<file path="src/rtl/mvb_pkg.sv">
// Shared constants and types for the MVB receive path: delimiter patterns,
// check-sequence polynomial, framing sizes and the decoder state encoding.
package mvb_pkg;

  // Time order is MSB first; 1 = line high for that half-bit.
  localparam logic [17:0] MSD = 18'b10_11_00_01_11_00_01_01_01;
  localparam logic [17:0] SSD = 18'b10_10_10_00_11_10_00_11_10;

  // x^7 + x^6 + x^5 + x^2 + 1, x^7 implicit
  localparam logic [6:0] CRC_POLY = 7'h65;

  localparam int QUIET_HB    = 4;
  localparam int GROUP_WORDS = 4;

  typedef enum logic [2:0] {
    QUIET,
    IDLE,
    DELIM,
    DATA,
    CHECK,
    END
  } rx_state_e;

  function automatic logic legal_len(input logic [4:0] n);
    return n inside {5'd1, 5'd2, 5'd4, 5'd8, 5'd16};
  endfunction

endpackage

</file>
<file path="src/rtl/mvb_decode_if.sv">
// Line and result bus of the MVB frame decoder.
interface mvb_decode_if;
  logic        line_in;
  logic [4:0]  exp_words;
  logic        frame_start;
  logic        frame_type;
  logic [15:0] word_out;
  logic        word_valid;
  logic [4:0]  word_count;
  logic        frame_over;
  logic        crc_err;
  logic        code_err;
  logic        reply_timeout;

  modport master (
    input  line_in, exp_words,
    output frame_start, frame_type, word_out, word_valid, word_count,
           frame_over, crc_err, code_err, reply_timeout
  );

  modport slave (
    output line_in, exp_words,
    input  frame_start, frame_type, word_out, word_valid, word_count,
           frame_over, crc_err, code_err, reply_timeout
  );
endinterface

</file>
<file path="src/rtl/mvb_rx_crc.sv">
// Serial CRC7 + even-parity checker; the receive twin of the frame encoder's
// check-sequence generator. err includes the bit being shifted this cycle.
module mvb_rx_crc
  import mvb_pkg::*;
(
  input  logic clk_24M,
  input  logic rst,
  input  logic clr,
  input  logic shift_d,
  input  logic shift_c,
  input  logic bit_in,
  output logic err
);

  logic [6:0] crc;
  logic [6:0] crc_nxt;
  logic [2:0] idx;
  logic       par;
  logic       err_q;
  logic       fb;
  logic       bad;

  // Check bits 0..6 are the CRC MSB first, bit 7 is the parity over data + CRC.
  always_comb begin
    fb      = bit_in ^ crc[6];
    crc_nxt = {crc[5:0], 1'b0} ^ (fb ? CRC_POLY : 7'h00);
    bad     = (idx == 3'd7) ? (bit_in ^ par) : (bit_in ^ crc[6]);
    err     = err_q | (shift_c & bad);
  end

  always_ff @(posedge clk_24M or negedge rst) begin
    if (!rst) begin
      crc   <= '0;
      idx   <= '0;
      par   <= 1'b0;
      err_q <= 1'b0;
    end else if (clr) begin
      crc   <= '0;
      idx   <= '0;
      par   <= 1'b0;
      err_q <= 1'b0;
    end else if (shift_d) begin
      crc <= crc_nxt;
      par <= par ^ bit_in;
    end else if (shift_c) begin
      err_q <= err;
      idx   <= idx + 1'b1;
      if (idx != 3'd7) begin
        crc <= {crc[5:0], 1'b0};
        par <= par ^ crc[6];
      end
    end
  end

endmodule

</file>
<file path="src/rtl/mvb_decode.sv">
// MVB Manchester receiver: delimiter detection, word decode, CRC7+parity check.
// Define MVB_RX_TIMEOUT_EN to build the reply watchdog behind reply_timeout.
module mvb_decode
  import mvb_pkg::*;
#(
  parameter int HALF_CYC    = 8,
  parameter int TIMEOUT_CYC = 1024
) (
  input  logic          clk_24M,
  input  logic          rst,
  mvb_decode_if.master  bus
);

  localparam int HB_W = $clog2(HALF_CYC);
  localparam int QLEN = QUIET_HB * HALF_CYC;
  localparam int Q_W  = $clog2(QLEN + 1);
  localparam logic [HB_W-1:0] HB_MID  = HB_W'(HALF_CYC / 2);
  localparam logic [HB_W-1:0] HB_LAST = HB_W'(HALF_CYC - 1);

  rx_state_e state, state_nxt;

  logic [1:0]      sync;
  logic            s, s_d, edge_det, rise;
  logic [HB_W-1:0] hb_cnt;
  logic [Q_W-1:0]  quiet_cnt;
  logic            sample, quiet;

  logic [4:0]  hb_idx;
  logic [16:0] dsr;
  logic [17:0] dlm;
  logic        half_ph, first_half, pair_bad;
  logic [3:0]  bit_cnt;
  logic [1:0]  grp_cnt;
  logic [4:0]  exp_cnt;
  logic [14:0] word_sr;

  logic go_start, slave_hit, abort, word_done, chk_done, over;
  logic crc_clr, sh_d, sh_c, crc_e;

  logic        frame_start_q, frame_type_q, word_valid_q, frame_over_q;
  logic        crc_err_q, code_err_q;
  logic [15:0] word_out_q;
  logic [4:0]  word_count_q;

  assign s        = sync[1];
  assign edge_det = s ^ s_d;
  assign rise     = s & ~s_d;
  assign sample   = (hb_cnt == HB_MID);
  assign quiet    = (quiet_cnt == Q_W'(QLEN));

  mvb_rx_crc u_crc (
    .clk_24M (clk_24M),
    .rst     (rst),
    .clr     (crc_clr),
    .shift_d (sh_d),
    .shift_c (sh_c),
    .bit_in  (first_half),
    .err     (crc_e)
  );

  always_ff @(posedge clk_24M or negedge rst) begin
    if (!rst) state <= QUIET;
    else      state <= state_nxt;
  end

  always_comb begin
    state_nxt = state;
    go_start  = 1'b0;
    slave_hit = 1'b0;
    abort     = 1'b0;
    word_done = 1'b0;
    chk_done  = 1'b0;
    over      = 1'b0;
    crc_clr   = 1'b0;
    sh_d      = 1'b0;
    sh_c      = 1'b0;
    dlm       = {dsr, s};
    pair_bad  = (first_half == s);
    case (state)
      QUIET: if (quiet) state_nxt = IDLE;
      IDLE:  if (rise)  state_nxt = DELIM;
      DELIM: begin
        if (quiet) abort = 1'b1;
        else if (sample && hb_idx == 5'd17) begin
          if (dlm == MSD) go_start = 1'b1;
          else if (dlm == SSD && legal_len(bus.exp_words)) begin
            go_start  = 1'b1;
            slave_hit = 1'b1;
          end else abort = 1'b1;
        end
      end
      DATA: begin
        if (quiet) abort = 1'b1;
        else if (sample && half_ph) begin
          if (pair_bad) abort = 1'b1;
          else begin
            sh_d = 1'b1;
            if (bit_cnt == 4'd15) begin
              word_done = 1'b1;
              if (grp_cnt == 2'(GROUP_WORDS - 1) || 5'(word_count_q + 5'd1) == exp_cnt)
                state_nxt = CHECK;
            end
          end
        end
      end
      CHECK: begin
        if (quiet) abort = 1'b1;
        else if (sample && half_ph) begin
          if (pair_bad) abort = 1'b1;
          else begin
            sh_c = 1'b1;
            if (bit_cnt == 4'd7) begin
              chk_done = 1'b1;
              if (word_count_q == exp_cnt) state_nxt = END;
              else begin
                state_nxt = DATA;
                crc_clr   = 1'b1;
              end
            end
          end
        end
      end
      END: begin
        // Idle is low, so a high half-bit here means the sender kept talking.
        if (sample && s) abort = 1'b1;
        else if (quiet) begin
          over      = 1'b1;
          state_nxt = IDLE;
        end
      end
      default: state_nxt = QUIET;
    endcase
    if (go_start) begin
      state_nxt = DATA;
      crc_clr   = 1'b1;
    end
    if (abort) state_nxt = QUIET;
  end

  always_ff @(posedge clk_24M or negedge rst) begin
    if (!rst) begin
      sync          <= '0;
      s_d           <= 1'b0;
      hb_cnt        <= '0;
      quiet_cnt     <= '0;
      hb_idx        <= '0;
      dsr           <= '0;
      half_ph       <= 1'b0;
      first_half    <= 1'b0;
      bit_cnt       <= '0;
      grp_cnt       <= '0;
      exp_cnt       <= '0;
      word_sr       <= '0;
      frame_start_q <= 1'b0;
      frame_type_q  <= 1'b0;
      word_valid_q  <= 1'b0;
      frame_over_q  <= 1'b0;
      crc_err_q     <= 1'b0;
      code_err_q    <= 1'b0;
      word_out_q    <= '0;
      word_count_q  <= '0;
    end else begin
      sync <= {sync[0], bus.line_in};
      s_d  <= s;
      // Every edge realigns the half-bit phase and restarts the quiet timer.
      if (edge_det) begin
        hb_cnt    <= '0;
        quiet_cnt <= '0;
      end else begin
        hb_cnt <= (hb_cnt == HB_LAST) ? '0 : hb_cnt + 1'b1;
        if (!quiet) quiet_cnt <= quiet_cnt + 1'b1;
      end

      frame_start_q <= go_start;
      word_valid_q  <= word_done;
      frame_over_q  <= over;
      code_err_q    <= abort;

      if (state == IDLE) hb_idx <= '0;
      else if (state == DELIM && sample) begin
        hb_idx <= hb_idx + 1'b1;
        dsr    <= dlm[16:0];
      end

      if ((state == DATA || state == CHECK) && sample) begin
        if (!half_ph) begin
          first_half <= s;
          half_ph    <= 1'b1;
        end else begin
          half_ph <= 1'b0;
          bit_cnt <= bit_cnt + 1'b1;
        end
      end

      if (sh_d) word_sr <= {word_sr[13:0], first_half};
      if (word_done) begin
        word_out_q   <= {word_sr, first_half};
        word_count_q <= word_count_q + 1'b1;
        grp_cnt      <= grp_cnt + 1'b1;
      end
      if (chk_done) begin
        bit_cnt <= '0;
        grp_cnt <= '0;
        if (crc_e) crc_err_q <= 1'b1;
      end

      if (go_start) begin
        half_ph      <= 1'b0;
        bit_cnt      <= '0;
        grp_cnt      <= '0;
        word_count_q <= '0;
        crc_err_q    <= 1'b0;
        frame_type_q <= slave_hit;
        exp_cnt      <= slave_hit ? bus.exp_words : 5'd1;
      end
    end
  end

  assign bus.frame_start = frame_start_q;
  assign bus.frame_type  = frame_type_q;
  assign bus.word_out    = word_out_q;
  assign bus.word_valid  = word_valid_q;
  assign bus.word_count  = word_count_q;
  assign bus.frame_over  = frame_over_q;
  assign bus.crc_err     = crc_err_q;
  assign bus.code_err    = code_err_q;

`ifdef MVB_RX_TIMEOUT_EN
  localparam int TO_W = $clog2(TIMEOUT_CYC + 1);
  logic [TO_W-1:0] to_cnt;
  logic            to_run, to_pulse;

  // Armed by a master frame end; any reply edge while idle disarms it.
  always_ff @(posedge clk_24M or negedge rst) begin
    if (!rst) begin
      to_cnt   <= '0;
      to_run   <= 1'b0;
      to_pulse <= 1'b0;
    end else begin
      to_pulse <= 1'b0;
      if (over && !frame_type_q) begin
        to_cnt <= TO_W'(TIMEOUT_CYC);
        to_run <= 1'b1;
      end else if (to_run) begin
        if (state == IDLE && rise) to_run <= 1'b0;
        else if (state == IDLE || state == QUIET) begin
          if (to_cnt <= TO_W'(1)) begin
            to_cnt   <= '0;
            to_run   <= 1'b0;
            to_pulse <= 1'b1;
          end else to_cnt <= to_cnt - 1'b1;
        end
      end
    end
  end

  assign bus.reply_timeout = to_pulse;
`else
  // Watchdog not built; expression is constant 0.
  assign bus.reply_timeout = (TIMEOUT_CYC < 0);
`endif

endmodule

</file>
<file path="src/flat_wrapper.sv">
// flat-port wrapper written by rule: the top's interface ports become plain ports
module mvb_decode_flat import mvb_pkg::*;
#(
  parameter int HALF_CYC    = 8,
  parameter int TIMEOUT_CYC = 1024
)
  (clk_24M, rst, bus_line_in, bus_exp_words, bus_frame_start, bus_frame_type, bus_word_out, bus_word_valid, bus_word_count, bus_frame_over, bus_crc_err, bus_code_err, bus_reply_timeout);
  mvb_decode_if bus_i ();
  input  logic clk_24M;
  input  logic rst;
  input wire logic [$bits(bus_i.line_in)-1:0] bus_line_in;
  input wire logic [$bits(bus_i.exp_words)-1:0] bus_exp_words;
  output wire logic [$bits(bus_i.frame_start)-1:0] bus_frame_start;
  output wire logic [$bits(bus_i.frame_type)-1:0] bus_frame_type;
  output wire logic [$bits(bus_i.word_out)-1:0] bus_word_out;
  output wire logic [$bits(bus_i.word_valid)-1:0] bus_word_valid;
  output wire logic [$bits(bus_i.word_count)-1:0] bus_word_count;
  output wire logic [$bits(bus_i.frame_over)-1:0] bus_frame_over;
  output wire logic [$bits(bus_i.crc_err)-1:0] bus_crc_err;
  output wire logic [$bits(bus_i.code_err)-1:0] bus_code_err;
  output wire logic [$bits(bus_i.reply_timeout)-1:0] bus_reply_timeout;
  assign bus_i.line_in = bus_line_in;
  assign bus_i.exp_words = bus_exp_words;
  assign bus_frame_start = bus_i.frame_start;
  assign bus_frame_type = bus_i.frame_type;
  assign bus_word_out = bus_i.word_out;
  assign bus_word_valid = bus_i.word_valid;
  assign bus_word_count = bus_i.word_count;
  assign bus_frame_over = bus_i.frame_over;
  assign bus_crc_err = bus_i.crc_err;
  assign bus_code_err = bus_i.code_err;
  assign bus_reply_timeout = bus_i.reply_timeout;
  mvb_decode #(.HALF_CYC(HALF_CYC), .TIMEOUT_CYC(TIMEOUT_CYC)) u_core (.clk_24M(clk_24M), .rst(rst), .bus(bus_i));
endmodule
</file>
<file path="config.mk">
export PLATFORM = sky130hd
export DESIGN_NAME = mvb_decode_flat
export DESIGN_NICKNAME = d
export VERILOG_FILES = /design/src/rtl/mvb_pkg.sv /design/src/rtl/mvb_decode_if.sv /design/src/rtl/mvb_rx_crc.sv /design/src/rtl/mvb_decode.sv /design/src/flat_wrapper.sv
export SDC_FILE = /design/constraint.sdc
export NUM_CORES = 1
export LEC_CHECK = 0
export CORE_MARGIN = 4
export CORE_UTILIZATION = 58
export DETAILED_ROUTE_END_ITERATION = 6
export PLACE_DENSITY = 0.79
export SETUP_SLACK_MARGIN = 0.3
export SLEW_MARGIN = 20
export SYNTH_ARGS = -nofsm -noshare
export SYNTH_HDL_FRONTEND = slang
export SYNTH_HIERARCHICAL = 1
export SYNTH_SLANG_ARGS = --single-unit
</file>
<file path="constraint.sdc">
create_clock -name clk_24M -period 3.15 [get_ports clk_24M]
set_clock_uncertainty 0.1 [all_clocks]
set_input_delay 0.945 -clock clk_24M [delete_from_list [all_inputs] [get_ports clk_24M]]
set_output_delay 0.945 -clock clk_24M [all_outputs]
set_load 0.01 [all_outputs]
</file>
# Yosys cells after proc, flatten, opt, wreduce, memory -nomap -nowiden
# Cells that the tools add are included.
# word_totals
output_inout_bits	28
word_cells	207
register_bits	104
inputBits	8
# op_classes
muxes	97
n_addsub	7
n_eq_ne	38
bitwise_logic	11
reduce_logical	29
# ops
op	n
$mux W3	20
$mux W1	56
$eq A18 B18 Y1 const B	2
$mux W7	5
$mux W5	5
$ne A4 B1 Y1 const B	6
$pmux W3 S6	1
$mux W4	4
$ne A4 B4 Y1 const B	4
$eq A3 B3 Y1 const B	5
$reduce_bool A3 Y1	5
$mux W6	2
$reduce_and A12 Y1	1
$reduce_and A2 Y1	6
$reduce_bool A2 Y1	6
$add A5 B1 Y5 const B	2
$eq A5 B5 Y1	2
$eq A5 B5 Y1 const B	2
$xor A7 B7 Y7	1
$add A3 B1 Y3 const B	2
$add A6 B1 Y6 const B	1
$eq A3 B2 Y1 const B	2
$eq A6 B6 Y1 const B	1
$logic_and A1 B1 Y1	6
other kinds (25)	35

# Longest topological paths before layout
# Gate-level depths: netlist of run 1.
# logic_depth
ltp_word	11
depth_mapped	10
depth_no_buf	9

# Cells and area by module
# Netlist of run 1, hierarchy kept.
# modules_own_cells
mod	area_per_inst_um2	n_inst	cells_each	seq_area_each_um2
mvb_decode	4211.5	1	384	2302.2
mvb_rx_crc	656.9	1	69	300.3

# Least setup slack after synthesis of run 1
# Ideal clock, no wire load.
# synth_path
path_type	input-to-reg
start	input port bus_exp_words[3]
end	register u_core.u_crc.crc[0]
cell_stages	7
slack_ns	0.531
t_arrival_ns	2.387
path_buffers	1
required_time_ns	2.918
setup_ns	0.132
cell_sequence	nor3_1 -> nand3b_1 -> a311oi_1 -> o211ai_2 -> o21ai_0 -> clkbuf_1 -> nor2_1
# synth_via
elab_chain_cells	11
word_cells_on_any_way	17
classes_between	eq/ne: 5; mux: 7; reduce/logical: 5
# synth_rtl
item	line_no	text
from (decl)	flat_wrapper.sv:12	input wire logic [$bits(bus_i.exp_words)-1:0] bus_exp_words;
$eq A5 B1 Y1, or another cell as far along	mvb_pkg.sv:25	return n inside {5'd1, 5'd2, 5'd4, 5'd8, 5'd16};
$reduce_bool A5 Y1 (*)	mvb_pkg.sv:25	
$logic_and A1 B1 Y1 (*)	mvb_decode.sv:86	else if (dlm == SSD && legal_len(bus.exp_words)) begin
$mux W1 (*)	mvb_decode.sv:86	
$mux W1 (*)	mvb_decode.sv:85	if (dlm == MSD) go_start = 1'b1;
$mux W1 (*)	mvb_decode.sv:84	else if (sample && hb_idx == 5'd17) begin
$mux W1 (*)	mvb_decode.sv:83	if (quiet) abort = 1'b1;
$mux W1 (*)	mvb_decode.sv:79	case (state)
$mux W1 (*)	mvb_decode.sv:133	if (go_start) begin
via u_core.crc_clr	mvb_decode.sv:38	logic crc_clr, sh_d, sh_c, crc_e;
$reduce_bool A3 Y1 (no line)	-	
$reduce_and A2 Y1 (no line)	-	
to (signal assigned)	mvb_rx_crc.sv:43	crc <= crc_nxt;
to (signal assigned)	mvb_rx_crc.sv:49	crc <= {crc[5:0], 1'b0};
to (decl)	mvb_rx_crc.sv:15	logic [6:0] crc;
# Mark *: on every way through the listed nets, which the timed path passes. The rest lies on a longest branch.
# A chain may end at the register's enable or synchronous reset.

# Final worst setup path of run 1
# layout_path
start	input port bus_exp_words[3]
end	register u_core.state[2]
# layout_via
elab_chain_cells	10
word_cells_on_any_way	32
classes_between	eq/ne: 17; mux: 12; reduce/logical: 3
# layout_rtl
item	line_no	text
$eq A5 B1 Y1, or another cell as far along	mvb_pkg.sv:25	
$reduce_bool A5 Y1 (*)	mvb_pkg.sv:25	
$logic_and A1 B1 Y1 (*)	mvb_decode.sv:86	
$mux W1 (*)	mvb_decode.sv:86	
$mux W1 (*)	mvb_decode.sv:85	
$mux W1 (*)	mvb_decode.sv:84	
$mux W1 (*)	mvb_decode.sv:83	
$pmux W1 S3 (*)	mvb_decode.sv:79	
via u_core.abort	mvb_decode.sv:37	logic go_start, slave_hit, abort, word_done, chk_done, over;
$ne A4 B1 Y1 (no line), or another cell as far along	-	
$reduce_and A12 Y1 (no line)	-	
to (signal assigned)	mvb_decode.sv:63	else state <= state_nxt;
to (decl)	mvb_decode.sv:20	rx_state_e state, state_nxt;
# Marked as above.

==> metrics.txt, run 1 <==
outcome finished clean; pin count of the biggest net entering global routing 72; Reg area 0.00260 mm^2; Mapped Area 0.00487 mm^2; initial antenna violation count 0; RSZ-0062 raised after global routing true; Clock Path Buffers 2; Post-synth EDFFs 0; clk sinks 104; CP Max Fanout 4; Max-Slew Margin vs Limit 0.586; Layout area overhead 15.0%; final slew viol count 0; crit path max-delay cell type clkdlybuf4s50_1; PwrDens 431 mW/mm^2; Sum Neg Setup Slack 0 ns; aggregate global-route resource usage 0.201; footprint of the multi-input gates 0.00219 mm^2; most used flip-flop cell after synthesis dfrtp_1; Initial DRC Count 143; critical path cell sequence clkdlybuf4s50_1 -> nor3b_1 -> a22oi_1 -> a311oi_1 -> buf_4 -> nor2_1 -> a221o_1 -> a2111oi_2; Routed WL 9250 um; Seq cells post-synth 104; Max Cap Viol 0; Antenna Violating Nets Remaining 0; CP required 3.30 ns; Synth Area per Inst 10.7 um^2; largest area contributor in the netlist dfrtp_1; dpl hpwl 6500 um; synth top area cells dfrtp_1, mux2_2, nand2_1; Avg WL per Cell 15.4 um; # hold bufs at CTS 0; drt drc 0; Yosys top cell area share 0.535; Worst Hold Class flop to flop; CP arrival 2.94 ns; Synth top cells by count dfrtp_1, nand2_1, nor2_1; Initial Utilization 0.596; latest clock arrival within the worst-skew pair 0.37 ns; clock slew at reported path FFs 0.11 ns; final net count 513; TritonCTS Buffers 9; syn nets 474; Max VDD drop 361 uV; Yosys cell types 57; asr flop ratio synth 1.00; Antenna diodes 0; I/O pins 36; CTS tree built; Slew @ Worst Pin 0.605 ns; Die Width 99.6 um; Die Span Y 99.6 um; Crit Path Class input pin to flop; grt ovf 0; PortBufs 34; first-pass GRT wire length 16200 um; layout cells sized above 1 0.147; Gate Count Post-Synth 453; Final setup violation count 0; FMAX 0.359 GHz; buffers and inverters on the worst path 2; CTS H-Tree Depth 3; core area 0.00818 mm^2; Tcrit/Tclk final 0.885; via count 3357; clock root buffer clkbuf_8; Via density 5.58; drt first pass iters 4; vias in the first global route 3399; crit-path max cell delay 0.54 ns; endpoints failing hold 0; Pleak 2.59 nW; Hold WS 0.262 ns; Seq/Total Area, Yosys 0.535; Synthesis Warnings 6; CP top delay family compound AO/OA/AOI/OAI gates; top-count cell post-synth dfrtp_1; total die area 0.00992 mm^2; CP Launch Type input pin; GPL Wtd Cong 0.824; Period minus WS final 2.79 ns; row cnt 33; Fill cells 636; CP endpoint kind flop
## sequential cells by signal, summed over array words and instances, names as in the netlist, 2 cells and up
| register | count |
|---|---|
| u_core/quiet_cnt | 6 |
| u_core/exp_cnt | 5 |
| u_core/hb_idx | 5 |
| u_core/state | 3 |
| u_core/dsr | 17 |
| u_core/word_sr | 15 |
| u_core/bus.word_count | 5 |
| u_core/u_crc/idx | 3 |
| u_core/bus.word_out | 16 |
| u_core/hb_cnt | 3 |
| u_core/u_crc/crc | 7 |
| u_core/sync | 2 |
| u_core/grp_cnt | 2 |
| u_core/bit_cnt | 4 |
## metrics by stage
step	instances	setup WS [ns]	instance area (um^2)	utilization	total power, mW
4_1_cts	602	0.365	5570	0.682	2.44
6_report	602	0.362	5600	0.685	2.41
3_3_place_gp	586	0.0503	5380	0.658	1.62
3_5_place_dp	586	0.00944	5380	0.658	1.63
2_1_floorplan	453	0.531	4870	-	1.55
5_1_grt	602	0.262	5600	0.685	2.53
## worst register-to-register path, stage by stage (launching register included)
cell and delay, ns:
dfrtp_1 0.41, inv_1 0.07, ha_1 0.21, and3_1 0.21, o211ai_2 0.24, or4_1 0.56
a221o_1 0.37, a211oi_1 0.31, a2111oi_2 0.08
## area by class of cell
cell class / count / share of cell area
multi-input cells: 322 / 0.391
inverters: 11 / 0.00738
clock buffers: 9 / 0.0221
flip-flops and latches: 104 / 0.465
well taps: 105 / 0.0235
clock inverters: 7 / 0.0125
repair buffers: 44 / 0.0782
## path summary, 6_finish.rpt
path,from,to,slack (ns),cells after the start
max in group asynchronous,rst,u_core/dsr[11]$_DFFE_PN0P_,1.82,2
worst max-delay path,bus_exp_words[3],u_core/state[2]$_DFFE_PN0P_,0.36,8
min in group asynchronous,rst,u_core/bus.word_out[7]$_DFFE_PN0P_,0.41,1
worst max register to register,u_core/hb_cnt[0]$_DFF_PN0_,u_core/state[2]$_DFFE_PN0P_,0.46,8
worst min-delay path,u_core/sync[0]$_DFF_PN0_,u_core/sync[1]$_DFF_PN0_,0.26,0
worst min register to register,u_core/sync[0]$_DFF_PN0_,u_core/sync[1]$_DFF_PN0_,0.26,0
## per-layer routing
| layer | GRT usage | vias to the layer above | part of all wire |
|---|---|---|---|
| li1 | - | 1628 | - |
| met1 | 0.273 | 1652 | 0.46 |
| met2 | 0.332 | 68 | 0.49 |
| met3 | 0.0491 | 9 | 0.041 |
| met4 | 0.0441 | 0 | 0.0092 |
| met5 | 0 | - | 0 |
## logic make-up after synthesis
family | share of synthesized area
and+or+nand+nor | 0.190
AOI/OAI and AO/OA | 0.0720
xor gates and xnor gates | 0.0573
DFF | 0.535
muxes | 0.0884
other | 0.000770
buffers and inverters | 0.0231
adders and majority gates | 0.0334
## cell usage in the layout, fill, tap and decap left out, types with 8 or more instances in the layout
| master | synthesis | layout |
|---|---|---|
| a21oi_1 | 11 | 11 |
| buf_4 | 1 | 9 |
| clkbuf_8 | 0 | 9 |
| clkdlybuf4s50_1 | 0 | 33 |
| dfrtp_1 | 104 | 104 |
| ha_1 | 13 | 13 |
| inv_1 | 10 | 10 |
| mux2_2 | 32 | 32 |
| nand2_1 | 77 | 77 |
| nor2_1 | 37 | 36 |
| nor3_1 | 12 | 9 |
| o21ai_0 | 8 | 8 |
| xnor2_1 | 17 | 17 |
| xor2_1 | 13 | 13 |
## power breakdown
group          internal (mW)  switching [mW]
registers               1.36          0.0391
clock network          0.310           0.500
logic                 0.0884           0.115
## repair_timing
item	4_1_cts	5_1_grt
gates resized for setup	0	4
buffers inserted	0	0
setup endpoints to repair	0	4
Note: power is estimated with default switching activity, not from simulation.
==> inputs of run 2 (changes only) <==
HOLD_SLACK_MARGIN = 0.05   (was unset)
==> results of run 2 <==
Final layout, timing and power as in run 1 (identical DEF).
==> inputs of run 3 (changes only) <==
clock period = 3.2 ns   (was 3.15 ns; I/O delays follow)
==> run 3 against run 2 <==
Effect of this change: combinational power is 8% higher; clock power is 4.2% lower; core utilization unchanged; die area is the same; wire length rose by 2.1%; flip-flop and latch count stayed put; largest power group unchanged; critical path type unchanged; global-route usage grew 0.33 points; setup slack better by 0.037 ns; clock-buffer cell count unchanged; sequential share of layout area unchanged; sequential power barely moved.
==> metrics.txt, run 3 (synthesis results as in run 1) <==
CP arrival 2.97 ns; GPL Wtd Cong 0.844; Initial Utilization 0.596; Antenna Violating Nets Remaining 0; Hold WS 0.255 ns; aggregate global-route resource usage 0.205; CP Launch Type input pin; combinational share of power 0.093; Die Width 99.6 um; drt first pass iters 4; initial antenna violation count 0; Initial DRC Count 163; clk sinks 104; most frequent cells in the layout dfrtp_1, nand2_1, nor2_1; clock root buffer clkbuf_8; Period minus WS final 2.80 ns; first-pass GRT wire length 16400 um; Fill cells 631; Net Sw Frac 0.269; Layout area overhead 15.0%; total die area 0.00992 mm^2; CTS tree built; max FFs per register 17; Avg WL per Cell 15.7 um; Max VDD drop 272 uV; Tcrit/Tclk final 0.875; most common cell after layout, fill and taps aside dfrtp_1; Reg power frac 0.581; # hold bufs at CTS 0; grt ovf 0; M1 wire length 4200 um; drt drc 0; core area 0.00818 mm^2; Slew @ Worst Pin 0.659 ns; Reg area 0.00260 mm^2; Power Internal 1.74 mW; dpl hpwl 6560 um; top layer used by detailed routing met4; outcome finished clean; CTS H-Tree Depth 3; RSZ-0062 raised after global routing true; FMAX 0.357 GHz; PortBufs 34; latest clock arrival within the worst-skew pair 0.37 ns; Max-Slew Margin vs Limit 0.549; Die Span Y 99.6 um; PwrDens 425 mW/mm^2; CP Max Fanout 4; Crit Path Class input pin to flop; Via density 5.66; final slew viol count 0; CP endpoint kind flop; clock slew at reported path FFs 0.10 ns; met3 wire length 475 um; footprint of the multi-input gates 0.00220 mm^2; met2 WL 4620 um; final net count 513; Antenna diodes 0; count of non-filler cells in the finished layout 602; Routed WL 9440 um; pin count of the biggest net entering global routing 45; flop-to-flop setup slack 0.44 ns; endpoints failing hold 0; Max Cap Viol 0; Biggest register u_core/dsr; Pleak 2.59 nW; via count 3407; Worst Hold Class flop to flop; I/O pins 36; fin util 0.685; clock share of power 0.326; NetSw 639 uW; row cnt 33; TritonCTS Buffers 9; vias in the first global route 3513; CP required 3.37 ns; Clock Path Buffers 2; # placed instances 586; Final setup violation count 0; layout cells sized above 1 0.151
run 3: cell types whose count changed in the layout (fill, tap and decap cells not counted):
cell,delta
a2111oi_2,-1
clkinv_2,+1
nor2_2,+1
buf_4,+1
inv_6,-1
clkinv_1,-1
nor2_4,-1
buf_12,-1
clkinvlp_4,+1
nor3b_2,+1
nor3b_1,-1
a2111oi_4,+1
run 3: path summary, 6_finish.rpt:
check | end | depth (start not counted) | startpoint
max | u_core/state[2]$_DFFE_PN0P_ | 8 | bus_exp_words[3]
min | u_core/sync[1]$_DFF_PN0_ | 0 | u_core/sync[0]$_DFF_PN0_
max reg2reg | u_core/state[2]$_DFFE_PN0P_ | 6 | u_core/first_half$_DFFE_PN0P_
min reg2reg | u_core/sync[1]$_DFF_PN0_ | 0 | u_core/sync[0]$_DFF_PN0_
max in group asynchronous | u_core/hb_cnt[0]$_DFF_PN0_ | 2 | rst
min in group asynchronous | u_core/bus.frame_start$_DFF_PN0_ | 1 | rst
run 3: final cells by class:
cell class / instances / area share
flip-flops and latches: 104 / 0.465
inverters: 11 / 0.00805
multi-input cells: 322 / 0.393
well taps: 105 / 0.0235
clock inverters: 7 / 0.0118
repair buffers: 44 / 0.0760
clock buffers: 9 / 0.0221
run 3: power by group through the flow:
stage / registers (mW) / clock network (mW) / logic (mW)
after floorplan: 1.39 / 0 / 0.138
after global placement: 1.40 / 0 / 0.192
after detailed placement: 1.41 / 0 / 0.201
after CTS: 1.38 / 0.811 / 0.208
after global routing: 1.39 / 0.854 / 0.254
final: 1.38 / 0.776 / 0.221
run 3: critical path: stages:
cell	delay [ns]
clkdlybuf4s50_1	0.54
nor3b_2	0.19
a22oi_1	0.10
a311oi_1	0.30
buf_4	0.19
nor2_1	0.05
a221o_1	0.43
a2111oi_4	0.21
run 3: per-stage QoR:
stage	cell area, um^2	TNS (ns)	total power [mW]	setup WS (ns)
2_1_floorplan	4870	0	1.53	0.566
5_1_grt	5600	0	2.49	0.282
3_3_place_gp	5370	0	1.60	0.0619
6_report	5600	0	2.38	0.400
3_5_place_dp	5370	-0.113	1.61	-0.113
4_1_cts	5560	0	2.40	0.374
run 3: what timing repair did:
action	in CTS	in global routing
buffers inserted	0	0
pin swaps	0	0
gates resized for setup	1	5
setup endpoints to repair	1	3
run 3: per-layer routing:
| layer | GRT usage | vias up |
|---|---|---|
| met5 | 0 | - |
| met1 | 0.266 | 1676 |
| li1 | - | 1629 |
| met4 | 0.0599 | 0 |
| met2 | 0.341 | 89 |
| met3 | 0.0512 | 13 |
==> RTL change 1: new RTL, flow settings as in run 2 <==
`HALF_CYC` is set to 8 in 2 places; all go to 4.
--- a/src/rtl/mvb_decode.sv
+++ b/src/rtl/mvb_decode.sv
@@ -4,5 +4,5 @@
   import mvb_pkg::*;
 #(
-  parameter int HALF_CYC    = 8,
+  parameter int HALF_CYC    = 4,
   parameter int TIMEOUT_CYC = 1024
 ) (
--- a/src/flat_wrapper.sv
+++ b/src/flat_wrapper.sv
@@ -2,5 +2,5 @@
 module mvb_decode_flat import mvb_pkg::*;
 #(
-  parameter int HALF_CYC    = 8,
+  parameter int HALF_CYC    = 4,
   parameter int TIMEOUT_CYC = 1024
 )
Check against the original RTL: same outputs for any inputs over 10 cycles, from zero or initial values and one cycle with rst low; that may be too few to reach the edited logic, so the function may still have changed.
==> RTL change 1 against run 2 <==
Sequential cell count decreased by 2. Setup slack better by 0.13 ns. Hold slack got worse by 0.0038 ns. Sequential share of layout area is 0.15 points lower. Largest cell class unchanged. Critical path type unchanged. First-iteration DRC count rose by 43%. Synthesized area fell by 1.3%. Wire length decreased by 5.2%. Maximum frequency grew 5.0%. Power decreased by 4.1%. Register-to-register slack gained 0.23 ns. Design area down 1.6%.
==> RTL change 1: results (changes against run 2) <==
| Metric | Value |
|---|---|
| Status | completed |
| Gpl congestion | 0.799 (-3.0%) |
| Synth top cells by count | 102 x dfrtp_1, 81 x nand2_1, 34 x mux2_2, 29 x nor2_1, 18 x xnor2_1 |
| First-iteration detailed-routing DRC count | 205 (+43%) |
| Pleak | 2.59 nW (-0.23%) |
| Synth area leaders | dfrtp_1 53%, mux2_2 8.0%, nand2_1 6.3%, xnor2_1 3.3%, ha_1 3.1% |
| Maximum vdd drop | 256 uV (-29%) |
| Gate power share | 0.088 (+0.004) |
| Peak per-stage delay on the critical path | 0.48 ns (-0.06 ns) |
| WL/cell | 14.9 um (-2.9%) |
| Arrival time worst endpoint | 2.80 ns (-0.14 ns) |
| Netlist cell types | 61 (+7.0%) |
| Net Count, Synth | 460 (-3.0%) |
| N_diodes | 0 (unchanged) |
| R2R depth | 6 (-2) |
| Final ANT Viol Nets | 0 (unchanged) |
| R2R setup slack | 0.69 ns (+0.23 ns) |
| # nets final | 501 (-2.3%) |
| Tmin final | 2.66 ns (-0.132 ns) |
| RR Startpoint | u_core/state[2] |
| Vias in the first global route | 3362 (-1.1%) |
| 1st-pass router iterations | 6 (+2) |
| Worst-Skew Late Latency | 0.36 ns |
| Layout fillers | 560 (-12%) |
| Crit path to | u_core/u_crc/crc[2] |
| Post-DP Area | 5320 um^2 (-1.1%) |
| Total GRT Usage | 0.194 (-0.00762) |
| Worst hold slack | 0.259 ns (-0.00375 ns) |
| Pin count of the biggest net entering global routing | 48 (-33%) |
| Seq pwr | 0.00135 W (-4%) |
| Critical-path top delay cell | clkdlybuf4s50_1 |
| Crit Path Max Fanout | 12 (+8) |
| HPWL Detailed | 6.27 mm (-3.6%) |
| Wire length of the first global-routing pass | 15.6 mm (-3.6%) |
| Sequential share of the synthesized area | 0.531 (-0.00359) |
| Layout cells sized above 1 | 0.160 (+0.0136) |
| Sw power | 0.000590 W (-9.9%) |
| Setup WS pre-CTS | -0.0595 ns (-0.0690 ns) |
| Vias per cell | 5.65 (+1.3%) |
| Worst-case clock buffer depth | 2 (unchanged) |
| Reg2reg end | u_core/u_crc/crc[5] |
| Final Max Slew Viols | 0 (unchanged) |
| Slew margin rel. | 0.601 (+0.0149) |
==> RTL change 1: cell types whose count changed after synthesis, sizes merged, moves of 4 or more <==
cell          run 2  this run
nor2             37        32
buf               7        12
a21oi            11        15
nand2            77        82
nor3             12         6
==> RTL change 1: final cells by class <==
type                    instances  area [um^2]  area share
clock buffers                  11          141      0.0257
clock inverters                 5         41.3     0.00750
inverters                      11         41.3     0.00750
multi-input cells             309         2130       0.388
flip-flops and latches        102         2550       0.464
well taps                     102          128      0.0232
repair buffers                 48          468      0.0850
==> RTL change 1: critical path: cells and delay by family <==
family                 cells  cell delay [ns]
buffers and inverters      2             0.70
AOI/OAI and AO/OA          4             0.71
and+or+nand+nor            2             0.45
==> RTL change 1: through the flow <==
step / total power (W) / utilization / instances
CTS: 0.00234 / 0.697 / 588
floorplan: 0.00149 / - / 440
detailed placement: 0.00158 / 0.674 / 572
global placement: 0.00157 / 0.674 / 572
global route: 0.00243 / 0.698 / 588
finish: 0.00232 / 0.698 / 588
==> RTL change 1: metal layers <==
layer  track usage  vias to the layer above  wire [um]
met5             0                        -          0
met4        0.0504                        0         75
met3        0.0453                        9        314
met2         0.314                       68       4210
met1         0.265                     1644       4170
li1              -                     1600          -
==> RTL change 1: cell families after synthesis <==
kind of cell	after synthesis	share of synthesized area
xor+xnor	31	0.0580
buf+inv	29	0.0294
compound gates	52	0.0744
fa+ha+maj	12	0.0312
mux	40	0.0921
flops	102	0.531
other cells	1	0.000780
simple gates	173	0.183
==> RTL change 2: new RTL, settings of run 2 <==
Made on the original files. Encoding of `rx_state_e`: now one-hot (6 bits for 6 states).
--- a/src/rtl/mvb_pkg.sv
+++ b/src/rtl/mvb_pkg.sv
@@ -13,11 +13,11 @@
   localparam int GROUP_WORDS = 4;
 
-  typedef enum logic [2:0] {
-    QUIET,
-    IDLE,
-    DELIM,
-    DATA,
-    CHECK,
-    END
+  typedef enum logic [5:0] {
+    QUIET = 6'b000001,
+    IDLE  = 6'b000010,
+    DELIM = 6'b000100,
+    DATA  = 6'b001000,
+    CHECK = 6'b010000,
+    END   = 6'b100000
   } rx_state_e;
 
Behaviour: no difference found for any inputs over 10 cycles, from zero or initial values and one cycle with rst low; not proved beyond that.
==> RTL change 2 against run 2 <==
Setup slack improved by 0.019 ns. Sequential cell count grew 3. Critical path type unchanged. Synthesized area up 5.7%. Wire length rose by 2.9%. Final cell count increased by 4.8%. Synthesized cell count is 5.5% higher. Design area is 4.5% higher. Utilization fell by 1.1 points. Critical endpoint is now u_core/state[1]. Sequential share of layout area decreased by 0.68 points.
Power is not compared: it rests on default switching activity, and its combinational part moved more than twofold at a synthesized area within 25%.
==> RTL change 2: results (changes against run 2) <==
| Metric | Value |
|---|---|
| Synth top cells by count | 106 x dfrtp_1, 75 x nand2_1, 38 x nor2_1, 17 x mux2_2, 17 x xnor2_1 |
| Synth async-reset ratio | 1.00 (unchanged) |
| R2R setup slack | 0.59 ns (+0.13 ns) |
| Area share of fa/ha/maj cells after synthesis | 0.0316 (-0.00180) |
| Met2 WL post-DR | 4.79 mm (+5.8%) |
| Setup WS pre-CTS | -0.0179 ns (-0.0273 ns) |
| Synth Area in Compound Gates | 0.0720 (about the same) |
| Crit path to | u_core/state[1] |
| Synth area leaders | dfrtp_1 52%, nand2_1 5.5%, mux2_2 3.7%, mux2_1 3.3%, ha_1 3.2% |
| Pin count of the biggest net entering global routing | 49 (-32%) |
| Post-DP Area | 5620 um^2 (+4.6%) |
| R2R depth | 6 (-2) |
| Wire length of the first global-routing pass | 16.6 mm (+2.4%) |
| Met3 usage | 0.0491 (+0.0000584) |
| Tmin final | 2.77 ns (-0.0185 ns) |
| # nets final | 539 (+5.1%) |
| Layout cells sized above 1 | 0.130 (-0.0169) |
| Via count | 3540 (+5.5%) |
| Status | completed |
| HPWL Detailed | 6.88 mm (+5.9%) |
| 1st-pass router iterations | 4 (unchanged) |
| XOR/XNOR share of the synthesized area | 0.0576 (+0.000324) |
| Pwr Total | 0.00229 W |
| Clock Tree Root | clkbuf_8 |
| Biggest register | u_core/dsr |
| Hold wc startpoint | u_core/sync[0] |
| RR Startpoint | u_core/state[1] |
| Net Count, Synth | 499 (+5.3%) |
| GR Layer Usage met2 | 0.333 (+0.00122) |
| Layout fillers | 660 (+3.8%) |
| Worst hold slack | 0.260 ns (-0.00228 ns) |
| Syn_area_per_cell | 10.8 um^2 (+0.15%) |
| Crit Path Max Fanout | 4 (unchanged) |
| Peak per-stage delay on the critical path | 0.49 ns (-0.05 ns) |
| Wirelength, routed | 9.51 mm (+2.9%) |
| Met3 wire length | 260 um (-31%) |
| Vias per cell | 5.61 (+0.60%) |
| Ys Warns | 6 (unchanged) |
| Gpl congestion | 0.910 (+10%) |
| Sw power | 0.000544 W |
| Final ANT Viol Nets | 0 (unchanged) |
| Post-CTS Resized | 0 (unchanged) |
| Worst Tran Pin Value | 0.658 ns (+0.0532 ns) |
| GR Util met1 | 0.261 (-0.0118) |
| Hold endpoint | u_core/sync[1] |
| M1 WL | 4.35 mm (+2.1%) |
| Vias in the first global route | 3554 (+4.6%) |
| Reg2reg end | u_core/bus.word_out[2] |
| Total GRT Usage | 0.198 (-0.00339) |
| Arrival time worst endpoint | 2.92 ns (-0.02 ns) |
| Initial antenna violation count | 0 (unchanged) |
| Sequential share of the synthesized area | 0.521 (-0.0139) |
| Multiplexer share of the synthesized area | 0.0817 (-0.00670) |
| Layout area overhead | 13.6% |
| Netlist cell types | 67 (+18%) |
| N_diodes | 0 (unchanged) |
| Worst-Skew Late Latency | 0.36 ns |
| First-iteration detailed-routing DRC count | 116 (-19%) |
| Inst Count DP | 613 (+4.6%) |
==> RTL change 2: cell types whose count changed in the layout (fill, tap and decap cells not counted), moves of 3 or more <==
cell / before / now
buf_4: 9 / 15
nand4_1: 3 / 10
and3_1: 1 / 5
or2_2: 3 / 0
mux2_1: 0 / 15
a21oi_1: 11 / 14
inv_6: 3 / 0
or3_1: 4 / 0
nor4_1: 4 / 1
mux2_2: 32 / 17
==> RTL change 2: final cells by class <==
cell class	instances	share of cell area
Clock inverter	6	0.00984
Clock buffer	10	0.0235
Timing Repair Buffer	49	0.0796
Sequential cell	107	0.458
Multi-Input combinational cell	339	0.398
Tap cell	108	0.0231
Inverter	12	0.00770
==> RTL change 2: cells by family (layout without fill, tap and decap cells) <==
kind of cell,Yosys count,after routing
and+or+nand+nor,202,202
DFF,107,107
AOI/OAI and AO/OA,52,52
muxes,38,38
xor gates and xnor gates,33,33
buffers and inverters,32,77
adders and majority gates,13,13
other,1,1
